## src/rtl/wf_rr_index_encoder_pkg.sv

```systemverilog
// wf_rr_index_encoder_pkg: shared wavefront constants, encoder state encoding and helpers
package wf_rr_index_encoder_pkg;
  localparam int NUM_WF = 40;
  localparam int WF_ID_W = 6;
  typedef logic [NUM_WF-1:0] wf_vec_t;
  typedef logic [WF_ID_W-1:0] wf_id_t;
  typedef enum logic {ST_EMPTY = 1'b0, ST_HOLD = 1'b1} enc_state_t;
  function automatic wf_vec_t wf_onehot(input wf_id_t id);
    return wf_vec_t'(1) << id;
  endfunction
  function automatic wf_id_t wf_next_ptr(input wf_id_t id);
    return (id == wf_id_t'(NUM_WF - 1)) ? '0 : id + wf_id_t'(1);
  endfunction
endpackage

```

## src/rtl/wf_priority_encoder.sv

```systemverilog
// wf_priority_encoder: combinational lowest-index-first encoder with found flag
module wf_priority_encoder
  import wf_rr_index_encoder_pkg::*;
#(
  parameter int N = NUM_WF,
  parameter int W = WF_ID_W
) (
  input  logic [N-1:0] vec,
  output logic [W-1:0] idx,
  output logic         found
);
  // scan from the top down so the lowest set bit is the last assignment to win
  always_comb begin
    idx = '0;
    found = 1'b0;
    for (int i = N - 1; i >= 0; i--) begin
      if (vec[i]) begin
        idx = W'(i);
        found = 1'b1;
      end
    end
  end
endmodule

```

## src/rtl/wf_rr_index_encoder.sv

```systemverilog
// wf_rr_index_encoder: round-robin 40->6 wavefront request encoder with registered valid/ready grant
module wf_rr_index_encoder
  import wf_rr_index_encoder_pkg::*;
(
  input  logic                clk,
  input  logic                rst_n,
  input  logic [NUM_WF-1:0]   req,
  input  logic                out_ready,
  output logic                out_valid,
  output logic [WF_ID_W-1:0]  out_id,
  output logic [NUM_WF-1:0]   out_onehot
);
  enc_state_t state;
  wf_id_t ptr;
  wf_id_t next_ptr;
  wf_id_t search_ptr;
  wf_vec_t mask_ge_ptr;
  wf_id_t masked_id;
  wf_id_t raw_id;
  wf_id_t sel_id;
  logic masked_found;
  logic raw_found;
  // while holding, the search must already use the pointer the handshake is about to install
  assign next_ptr = wf_next_ptr(out_id);
  assign search_ptr = (state == ST_HOLD) ? next_ptr : ptr;
  for (genvar g = 0; g < NUM_WF; g++) begin : g_mask
    assign mask_ge_ptr[g] = wf_id_t'(g) >= search_ptr;
  end
  wf_priority_encoder u_masked (
    .vec   (req & mask_ge_ptr),
    .idx   (masked_id),
    .found (masked_found)
  );
  wf_priority_encoder u_raw (
    .vec   (req),
    .idx   (raw_id),
    .found (raw_found)
  );
  assign sel_id = masked_found ? masked_id : raw_id;
  assign out_valid = (state == ST_HOLD);
  // grant FSM: load on any request when empty, advance pointer and reload only on handshake
  always_ff @(posedge clk or negedge rst_n) begin
    if (!rst_n) begin
      state <= ST_EMPTY;
      ptr <= '0;
      out_id <= '0;
      out_onehot <= '0;
    end else begin
      case (state)
        ST_EMPTY: begin
          if (raw_found) begin
            state <= ST_HOLD;
            out_id <= sel_id;
            out_onehot <= wf_onehot(sel_id);
          end
        end
        ST_HOLD: begin
          if (out_ready) begin
            ptr <= next_ptr;
            if (raw_found) begin
              out_id <= sel_id;
              out_onehot <= wf_onehot(sel_id);
            end else begin
              state <= ST_EMPTY;
              out_onehot <= '0;
            end
          end
        end
        default: state <= ST_EMPTY;
      endcase
    end
  end
endmodule

```

## config.mk

```make
export PLATFORM = sky130hd
export DESIGN_NAME = wf_rr_index_encoder
export DESIGN_NICKNAME = d
export VERILOG_FILES = /design/src/rtl/wf_rr_index_encoder_pkg.sv /design/src/rtl/wf_priority_encoder.sv /design/src/rtl/wf_rr_index_encoder.sv
export SDC_FILE = /design/constraint.sdc
export NUM_CORES = 1
export LEC_CHECK = 0
export BUFFER_PORTS_ARGS = -buffer_cell sky130_fd_sc_hd__buf_2
export CAP_MARGIN = 20
export CORE_AREA = 2 2 137 139
export DETAILED_ROUTE_END_ITERATION = 12
export DIE_AREA = 0 0 139 141
export GPL_ROUTABILITY_DRIVEN = 0
export HOLD_SLACK_MARGIN = 0.06
export PLACE_DENSITY = 0.38
export SLEW_MARGIN = 20
export SYNTH_ARGS = -nofsm -noshare
export SYNTH_HDL_FRONTEND = slang
export SYNTH_SLANG_ARGS = --single-unit
```

## constraint.sdc

```tcl
create_clock -name clk -period 4.2 [get_ports clk]
set_input_delay 0.21 -clock clk [delete_from_list [all_inputs] [get_ports clk]]
set_output_delay 0.21 -clock clk [all_outputs]
set_load 0.02 [all_outputs]
```

# After elaboration in Yosys (flattened, before gate mapping)
# Index checks and enable logic that the tools add are counted.
[op_classes]
mux = 173
add_sub_neg = 1
n_bitwise = 2
n_lt_le_gt_ge = 40
n_reduce_logical = 2
n_eq_ne = 3
shifts = 1
[op_table]
columns = ["op", "count"]
rows = [
  ["$mux W6", 85],
  ["$mux W40", 3],
  ["$ge A5 B6 Y1 const A", 16],
  ["$mux W1", 82],
  ["$pmux W40 S2", 1],
  ["$ge A4 B6 Y1 const A", 8],
  ["$ge A6 B6 Y1 const A", 8],
  ["$and A40 B40 Y40", 1],
  ["$shl A1 B6 Y40 const A", 1],
  ["$ge A3 B6 Y1 const A", 4],
  ["$ge A1 B6 Y1 const A", 2],
  ["$ge A2 B6 Y1 const A", 2],
  ["$pmux W6 S2", 1],
  ["$add A6 B1 Y6 const B", 1],
  ["$eq A6 B6 Y1 const B", 1],
  ["$ne A2 B2 Y1 const B", 2],
  ["$reduce_and A2 Y1", 2],
  ["$pmux W1 S2", 1],
  ["$not A1 Y1", 1],
]
[totals]
register_bits = 53
inputBits = 43
word_cells = 226
out_inout_bits = 47

# Longest topological paths before layout
# Gate-level depths: netlist of run 1.
[logic_depth]
ltp_word = 50
depth_mapped = 14
depth_no_buf = 11

# Cells and area by module
# Synthesis of run 1 repeated with hierarchy kept, for this count alone.
[unflattened]
hier_cells = 497
area_unflattened_um2 = 3931.3
[by_module_without_submodules]
columns = ["module", "cells_each", "seq_area_each_um2", "area_per_inst_um2", "instances"]
rows = [
  ["wf_rr_index_encoder", 323, 1326.3, 2940.3, 1],
  ["wf_priority_encoder", 87, 0.0, 495.5, 2],
]

# Least setup slack after synthesis of run 1
# No wires, ideal clock.
[synth_path]
path_type = "reg-to-reg"
from = "register out_id[0]"
to = "register out_onehot[0]"
slack_ns = 0.527
setup_time_ns = 0.122
period_less_slack_ns = 3.673
n_path_buf = 2
required_time_ns = 4.078
arrival_time_ns = 3.551
stages_incl_launch_ff = 14
cell_sequence = "dfrtp_1 > ha_1 > and3_2 > mux2i_2 > or2_1 > clkbuf_1 > o31ai_2 > nand3_2 > o41ai_4 > nor4b_4 > and4b_2 > nor2_2 > buf_6 > a32o_1"
[synth_between]
elab_chain_len = 50
word_cells_on_any_way = 131
cone_classes = "add/sub: 1; order compare: 40; eq/ne: 1; shift: 1; mux: 87; bitwise: 1"
[synth_rtl]
columns = ["element", "line_no", "source"]
rows = [
  ["start: declaration", "wf_rr_index_encoder.sv:10", "output logic [WF_ID_W-1:0] out_id,"],
  ["start signal: assignment", "wf_rr_index_encoder.sv:53", "out_id <= sel_id;"],
  ["start signal: assignment", "wf_rr_index_encoder.sv:61", "out_id <= sel_id;"],
  ["$add A6 B1 Y6 or $eq A6 B6 Y1 (tied branches)", "wf_rr_index_encoder_pkg.sv:12", "return (id == wf_id_t'(NUM_WF - 1)) ? '0 : id + wf_id_t'(1);"],
  ["$mux W6 *", "wf_rr_index_encoder_pkg.sv:12", ""],
  ["$mux W6 *", "wf_rr_index_encoder.sv:25", "assign search_ptr = (state == ST_HOLD) ? next_ptr : ptr;"],
  ["$ge A6 B6 Y1", "wf_rr_index_encoder.sv:27", "assign mask_ge_ptr[g] = wf_id_t'(g) >= search_ptr;"],
  ["$and A40 B40 Y40 *", "wf_rr_index_encoder.sv:30", ".vec (req & mask_ge_ptr),"],
  ["$mux W6 or $mux W1 (tied branches) (40 in a row)", "wf_priority_encoder.sv:17", "if (vec[i]) begin"],
  ["$mux W6 *", "wf_rr_index_encoder.sv:39", "assign sel_id = masked_found ? masked_id : raw_id;"],
  ["$shl A1 B6 Y40 *", "wf_rr_index_encoder_pkg.sv:9", "return wf_vec_t'(1) << id;"],
  ["$mux W40", "wf_rr_index_encoder.sv:60", "if (raw_found) begin"],
  ["$mux W40", "wf_rr_index_encoder.sv:58", "if (out_ready) begin"],
  ["$pmux W40 S2 *", "wf_rr_index_encoder.sv:49", "case (state)"],
  ["end signal: assignment", "wf_rr_index_encoder.sv:54", "out_onehot <= wf_onehot(sel_id);"],
  ["end signal: assignment", "wf_rr_index_encoder.sv:62", "out_onehot <= wf_onehot(sel_id);"],
  ["end: declaration", "wf_rr_index_encoder.sv:11", "output logic [NUM_WF-1:0] out_onehot"],
]
# Every way passes the cells marked *; elsewhere a longest branch is shown, timed or not. The select of a mux whose other input is x is not followed.
# A chain may end at the register's enable or synchronous reset.

# Final worst setup path of run 1
[layout_path]
from = "register out_id[0]"
to = "register out_onehot[22]"
# Same word-level chain as after synthesis.

==> results of run 1 <==
## where the power goes
| part | internal [mW] | total, mW | switching [mW] |
|---|---|---|---|
| Sequential | 0.606 | 0.709 | 0.103 |
| Clock | 0.226 | 0.427 | 0.201 |
| Combinational | 0.860 | 2.54 | 1.68 |
## state kept, by name, summed over array words and instances, names as in the netlist
| signal | flops |
|---|---|
| out_onehot | 40 |
| ptr | 6 |
| out_id | 6 |
| out_valid | 1 |
## synth_stat cells (6+ instances only)
cell type / instances / area (um^2)
clkbuf_1: 14 / 52.55
o21ai_1: 9 / 45.04
nand3_1: 12 / 60.06
a32o_1: 33 / 330.3
buf_2: 11 / 55.05
a21o_1: 11 / 82.58
dfrtp_1: 53 / 1326
or2_2: 6 / 37.54
nand3b_1: 6 / 45.04
o21ai_0: 36 / 180.2
o21a_1: 10 / 75.07
a211oi_1: 6 / 45.04
a31oi_1: 7 / 43.79
o31ai_1: 16 / 120.1
o22ai_1: 7 / 43.79
a21oi_1: 30 / 150.1
nor2_1: 42 / 157.7
nor3_1: 9 / 45.04
nor4_1: 11 / 68.82
inv_1: 20 / 75.07
nand2_1: 53 / 198.9
## worst reg2reg max path: cells and delay by family, from the launching register on
kind                       cells  cell delay [ns]
AOI/OAI and AO/OA              8             2.68
DFF                            1             0.38
adders and majority gates      1             0.28
and+or+nand+nor                1             0.27
muxes                          1             0.22
buffers and inverters          1             0.21
## area by class of cell
class                   instances  share of cell area, %
diodes                          1                0.04476
flip-flops and latches         53                  23.72
clock buffers                   5                  2.238
multi-input cells             434                  52.08
clock inverters                 3                 0.4700
well taps                     234                  5.237
repair buffers                137                  14.86
inverters                      20                  1.343
## final timing paths
check	startpoint	end	slack, ns	cells past startpoint
min in group clk	out_ready	out_valid$_DFF_PN0_	0.17	2
worst max-delay path	out_id[0]$_DFFE_PN0P_	out_onehot[22]$_DFFE_PN0P_	0.09	12
max in group asynchronous	rst_n	out_onehot[37]$_DFFE_PN0P_	3.70	2
worst min register to register	out_onehot[17]$_DFFE_PN0P_	out_onehot[17]$_DFFE_PN0P_	0.48	2
worst min-delay path	rst_n	ptr[3]$_DFFE_PN0P_	0.03	2
worst max register to register	out_id[0]$_DFFE_PN0P_	out_onehot[22]$_DFFE_PN0P_	0.09	12
## per-stage QoR
stage	TNS, ns	hold WS (ns)	power (mW)	setup slack (ns)	utilization, %
floorplan	0	-0.08559	2.250	0.5271	-
global placement	-0.03994	0.3830	3.204	-0.03994	29.61
detailed placement	0	0.3857	3.190	0.007727	29.61
CTS	0	0.06687	3.637	0.1462	30.49
global route	-1.724	0.1045	3.935	-0.1635	30.59
finish	0	0.02862	3.678	0.08786	30.60
## metal layers
layer,part of all wire (%),track usage [%],vias up
met5,0,0,-
met4,2.8,5.529,0
met3,6.6,3.363,40
met2,46,30.65,212
met1,44,24.49,2451
li1,-,-,2350
## cells by family after synthesis
family / Yosys count
and+or+nand+nor: 186
DFF: 53
muxes: 4
adders and majority gates: 1
xor gates and xnor gates: 3
AOI/OAI and AO/OA: 240
buffers and inverters: 50
==> reports/metrics.csv, run 1 <==
stage,metric,value,unit
timing,Final min period,4.112,ns
worst_setup_path,crit path cell chain,ha_1 -> and3_2 -> mux2i_2 -> buf_4 -> o41ai_1 -> a31oi_1 -> a31o_2 -> a211oi_1 -> o21ai_1 -> a221o_2 -> a21oi_2 -> a32o_1,
final_layout,post-layout net count,695,
logic_synthesis,Syn. warnings,0,
timing,Final Skew,0.005938,ns
worst_setup_path,max incr delay on CP,0.56,ns
logic_synthesis,Post-synth EDFFs,0,
cts,worst skew pair latency,0.30,ns
cts,CTS tree,done,
outcome,status,finished clean,
final_layout,fillers,1993,
cts,CTS Hold Buffers Added,0,
timing,fmax,243.2,MHz
logic_synthesis,Yosys reg bits,53,
floorplan,Initial Utilization,24.27,%
cts,Resize count post-CTS,2,
power,Pleak,2.471,nW
logic_synthesis,Synth Area in XOR/XNOR,0.5926,%
logic_synthesis,syn_nets,581,
logic_synthesis,Post-Synth Simple-Gate Area,22.01,%
logic_synthesis,largest family of logic cells by synthesized area,compound AO/OA/AOI/OAI gates,
worst_setup_path,CP max-delay cell,o41ai_1,
route,vias per std cell,5.697,
floorplan,row count,50,
final_layout,share of post-route cells with drive strength above 1,28.07,%
cts,post-CTS setup buffers,0,
final_layout,"most common cell after layout, fill and taps aside",buf_2,
timing,# setup viols final,0,
floorplan,die area,0.01960,mm^2
logic_synthesis,mux contribution to synthesized area,0.9876,%
grt,Tot GR Track Use,18.43,%
logic_synthesis,"Avg Cell Area, Syn",8.257,um^2
placement,Placement Cell Area,0.005409,mm^2
grt,first-pass GRT wire length,28.68,mm
logic_synthesis,"Top FF cell, synth",dfrtp_1,
grt,vias in the first global route,5000,
floorplan,die height,141,um
grt,initial antenna violation count,1,
worst_setup_path,Crit path required time,4.44,ns
power,VDD IR max,0.3638,mV
final_layout,most frequent cells in the layout,"buf_2 (89), nand2_1 (53), dfrtp_1 (53), buf_4 (46), nor2_1 (42)",
route,DRT Pass-1 Iters,5,
route,initial drt markers,387,
floorplan,io pins,90,
logic_synthesis,Post-synth ARST share,100.0,%
worst_hold_path,Hold Crit Class,input port to async pin,
grt,total gr overflow,0,
final_layout,Layout area overhead,26.07,%
flow_run,max_cap viols,0,
route,wire length per cell,20.74,um
placement,Inst Count DP,878,
placement,hpwl dp,14.30,mm
route,vias after detailed routing,5053,
final_layout,register area,0.001326,mm^2
timing,unrepaired setup endpoints after global routing,true,
worst_setup_path,cell family with most CP delay,compound AO/OA/AOI/OAI gates,
cts,deepest clock path buffer count,2,
grt,pin count of the biggest net entering global routing,54,
cts,clk slew on worst S/H paths,0.08,ns
logic_synthesis,Synth Area in Compound Gates,41.17,%
logic_synthesis,Post-Synth Adder-Cell Area,0.2822,%
floorplan,DIE WIDTH,139,um
placement,IO Port Bufs,89,
worst_setup_path,CP bufs+invs,1,
timing,max_slew headroom,54.32,%
route,final wirelength,18.39,mm
final_layout,Multi-input gate area,0.002912,mm^2
worst_setup_path,crit path kind,register to register,
cts,H-Tree Depth,2,
timing,final number of hold-violating endpoints,0,
timing,worst-margin pin slew,0.6851,ns
worst_setup_path,Crit Path Max Fanout,10,
logic_synthesis,Yosys cell types,85,
logic_synthesis,"Seq/Total Area, Yosys",29.91,%
timing,final-report max-slew violation count,0,
route,Antenna Nets Post-Route,0,
final_layout,Layout Cells excl Fill,887,
logic_synthesis,Post-Syn Area,0.004434,mm^2
cts,clock tree root buffer cell,clkbuf_16,
worst_setup_path,critical path arrival,4.35,ns
worst_setup_path,Critical Path Start Type,register,
timing,fin crit share,97.91,%
floorplan,core area,0.01827,mm^2
cts,TritonCTS buffer count,5,
route,Residual DRC,0,
final_layout,final instance area,0.005590,mm^2
cts,CTS sink cnt,53,
logic_synthesis,Syn Inst Count,537,
power,power per cell area,657.9,mW/mm^2
worst_setup_path,Worst Setup End Kind,register,
No activity file was read; power rests on OpenSTA's default activity.
==> inputs of run 2 (changes only) <==
Settings changed: CORE_AREA 2 2 137 139 to 2 2 116 118, DIE_AREA 0 0 139 141 to 0 0 118 120, PLACE_DENSITY 0.38 to 0.5, SETUP_SLACK_MARGIN set to 0.15.
==> run 2 against run 1 <==
  * Core utilization grew 13 points
  * First-iteration DRC count up 13%
  * Routed wire length shrank 9.1%
  * Worst setup slack better by 0.22 ns
  * Fmax grew 5.7%
  * Largest power group unchanged
  * Highest routed layer unchanged
==> reports/metrics.csv, run 2 (synthesized netlist as in run 1, its figures left out) <==
stage,metric,value,unit,change
worst_setup_path,reg2reg start,out_id[0]$_DFFE_PN0P_,,unchanged
power,Pleak,2.541,nW,was 2.471 nW
placement,Inst Count DP,823,,was 878
timing,Worst Slack Setup Final,0.3113,ns,was 0.08786 ns
floorplan,die area,0.01416,mm^2,was 0.01960 mm^2
grt,initial antenna violation count,0,,was 1
final_layout,Largest regs,"out_onehot x40, out_id x6, ptr x6",,unchanged
timing,# setup viols final,0,,unchanged
floorplan,die height,120,um,was 141 um
cts,deepest clock path buffer count,2,,unchanged
worst_setup_path,critical path arrival,4.07,ns,was 4.35 ns
worst_setup_path,crit path kind,register to register,,unchanged
worst_setup_path,crit path cell chain,ha_1 -> xnor2_2 -> a21o_2 -> o21ai_0 -> o32ai_1 -> and3b_1 -> a211oi_1 -> o21ai_1 -> a221o_2 -> and3_2 -> a32o_1,,was ha_1 -> and3_2 -> mux2i_2 -> buf_4 -> o41ai_1 -> a31oi_1 -> a31o_2 -> a211oi_1 -> o21ai_1 -> a221o_2 -> a21oi_2 -> a32o_1
placement,IO Port Bufs,89,,unchanged
route,DRT Pass-1 Iters,5,,unchanged
outcome,status,finished clean,,unchanged
final_layout,most frequent cells in the layout,"buf_2 (89), nand2_1 (53), dfrtp_1 (52), buf_4 (49), nor2_1 (42)",,"was buf_2 (89), nand2_1 (53), dfrtp_1 (53), buf_4 (46), nor2_1 (42)"
timing,Final Skew,0.01325,ns,was 0.005938 ns
worst_setup_path,Crit Path Max Fanout,10,,unchanged
final_layout,share of post-route cells with drive strength above 1,29.57,%,was 28.07%
route,wire length per cell,20.09,um,was 20.74 um
floorplan,DIE WIDTH,118,um,was 139 um
worst_setup_path,max incr delay on CP,0.46,ns,was 0.56 ns
final_layout,"most common cell after layout, fill and taps aside",buf_2,,unchanged
timing,hold_ws,0.02280,ns,was 0.02862 ns
floorplan,Initial Utilization,34.16,%,was 24.27%
cts,clk slew on worst S/H paths,0.08,ns,about the same
final_layout,post-layout net count,699,,was 695
timing,Final min period,3.889,ns,was 4.112 ns
placement,pre-CTS setup slack,0.02223,ns,was 0.007727 ns
grt,total gr overflow,0,,unchanged
final_layout,Layout area overhead,26.89,%,was 26.07%
timing,total negative slack,0,ns,unchanged
route,Antenna Nets Post-Route,0,,unchanged
timing,unrepaired setup endpoints after global routing,false,,was true
grt,vias in the first global route,4749,,"was 5,000"
final_layout,max reg flops,40,,unchanged
worst_setup_path,worst r2r dst,out_onehot[21]$_DFFE_PN0P_,,was out_onehot[22]$_DFFE_PN0P_
timing,final number of hold-violating endpoints,0,,unchanged
power,VDD IR max,0.3900,mV,was 0.3638 mV
route,final wirelength,16.72,mm,was 18.39 mm
worst_setup_path,FF-to-FF path depth,11,,was 12
grt,first-pass GRT wire length,26.25,mm,was 28.68 mm
worst_setup_path,Critical Path Start Type,register,,unchanged
placement,hpwl dp,12.91,mm,was 14.30 mm
final_layout,Biggest register,out_onehot,,unchanged
cts,worst skew pair latency,0.29,ns,was 0.30 ns
timing,fin crit share,92.59,%,was 97.91%
final_layout,diode count,0,,was 1
worst_setup_path,Crit path required time,4.38,ns,was 4.44 ns
power,power per cell area,681.1,mW/mm^2,was 657.9 mW/mm^2
cts,clock tree root buffer cell,clkbuf_16,,unchanged
cts,H-Tree Depth,2,,unchanged
timing,worst-margin pin slew,0.9534,ns,was 0.6851 ns
timing,fmax,257.2,MHz,was 243.2 MHz
floorplan,io pins,90,,unchanged
worst_hold_path,Hold Crit Class,input port to async pin,,unchanged
route,Residual DRC,0,,unchanged
route,initial drt markers,437,,was 387
power,Tot Pwr,3.833,mW,was 3.678 mW
worst_setup_path,CP max-delay cell,a221o_2,,was o41ai_1
cts,CTS tree,done,,unchanged
cts,CTS sink cnt,53,,unchanged
flow_run,max_cap viols,0,,unchanged
grt,pin count of the biggest net entering global routing,54,,unchanged
timing,final-report max-slew violation count,0,,unchanged
cts,TritonCTS buffer count,5,,unchanged
timing,max_slew headroom,36.44,%,was 54.32%
worst_setup_path,critical path capture point,out_onehot[21]$_DFFE_PN0P_,,was out_onehot[22]$_DFFE_PN0P_
worst_setup_path,Worst Setup End Kind,register,,unchanged
worst_setup_path,Reg2Reg Setup Slack,0.31,ns,was 0.09 ns
final_layout,Layout Cells excl Fill,832,,was 887
grt,Tot GR Track Use,23.09,%,was 18.43%
route,vias per std cell,6.163,,was 5.697
route,vias after detailed routing,5128,,"was 5,053"
floorplan,core area,0.01298,mm^2,was 0.01827 mm^2
floorplan,row count,42,,was 50
worst_setup_path,worst setup path startpoint,out_id[0]$_DFFE_PN0P_,,unchanged
## run 2: changes by cell type in the layout (fill, tap and decap cells not counted), sizes merged
cell | before | now
buf | 137 | 140
clkinvlp | 2 | 0
bufinv | 0 | 1
clkbuf | 5 | 6
diode | 1 | 0
inv | 21 | 22
## run 2: final cells by class
class                      count  area (um^2)
fill                        1365         7353
clock inverter                 3        47.55
clock buffer                   5        125.1
timing repair buffer         141        858.3
sequential                    53         1328
multi-input combinational    434         2973
tap                          176        220.2
inverter                      20        75.07
## run 2: power by group
part	switching [mW]	internal [mW]
logic	1.70	0.947
clock network	0.192	0.286
registers	0.0999	0.607
total	1.99	1.84
## run 2: worst min path at each step
| stage | startpoint | endpoint | slack [ns] |
|---|---|---|---|
| 3_5_place_dp | rst_n | ptr[0]$_DFFE_PN0P_ | 0.38 |
| 6_report | rst_n | ptr[0]$_DFFE_PN0P_ | 0.02 |
| 2_1_floorplan | rst_n | out_id[0]$_DFFE_PN0P_ | -0.09 |
| 4_1_cts | rst_n | ptr[0]$_DFFE_PN0P_ | 0.07 |
| 3_3_place_gp | rst_n | ptr[3]$_DFFE_PN0P_ | 0.37 |
| 5_1_grt | rst_n | ptr[3]$_DFFE_PN0P_ | 0.09 |
## run 2: layer usage
metal / track usage (%) / share of wire [%] / vias up
met5: 0 / 0 / -
met4: 3.614 / 1.0 / 0
met3: 3.707 / 7.4 / 20
met2: 36.30 / 46 / 224
met1: 33.88 / 46 / 2517
li1: - / - / 2367
## run 2: stage by stage
step / util (%) / cell area (um^2)
finish: 43.35 / 5627
global route: 43.35 / 5627
CTS: 42.72 / 5545
detailed placement: 41.29 / 5359
global placement: 41.29 / 5359
floorplan: - / 4434
## run 2: timing repair
| action | CTS | global route |
|---|---|---|
| endpoints found under the setup margin | 35 | 40 |
| gates resized for setup | 3 | 15 |
| pin swaps | 0 | 1 |
| buffers inserted | 0 | 0 |
| hold buffers | 0 | 0 |
## run 2: critical path: cells and delay by family, from the launching register on
kind | cells | cell delay [ns]
AO/OA/AOI/OAI | 7 | 2.19
AND/OR/NAND/NOR | 2 | 0.52
XOR/XNOR | 1 | 0.41
adder cells (fa/ha/maj) | 1 | 0.28
flip-flops | 1 | 0.38
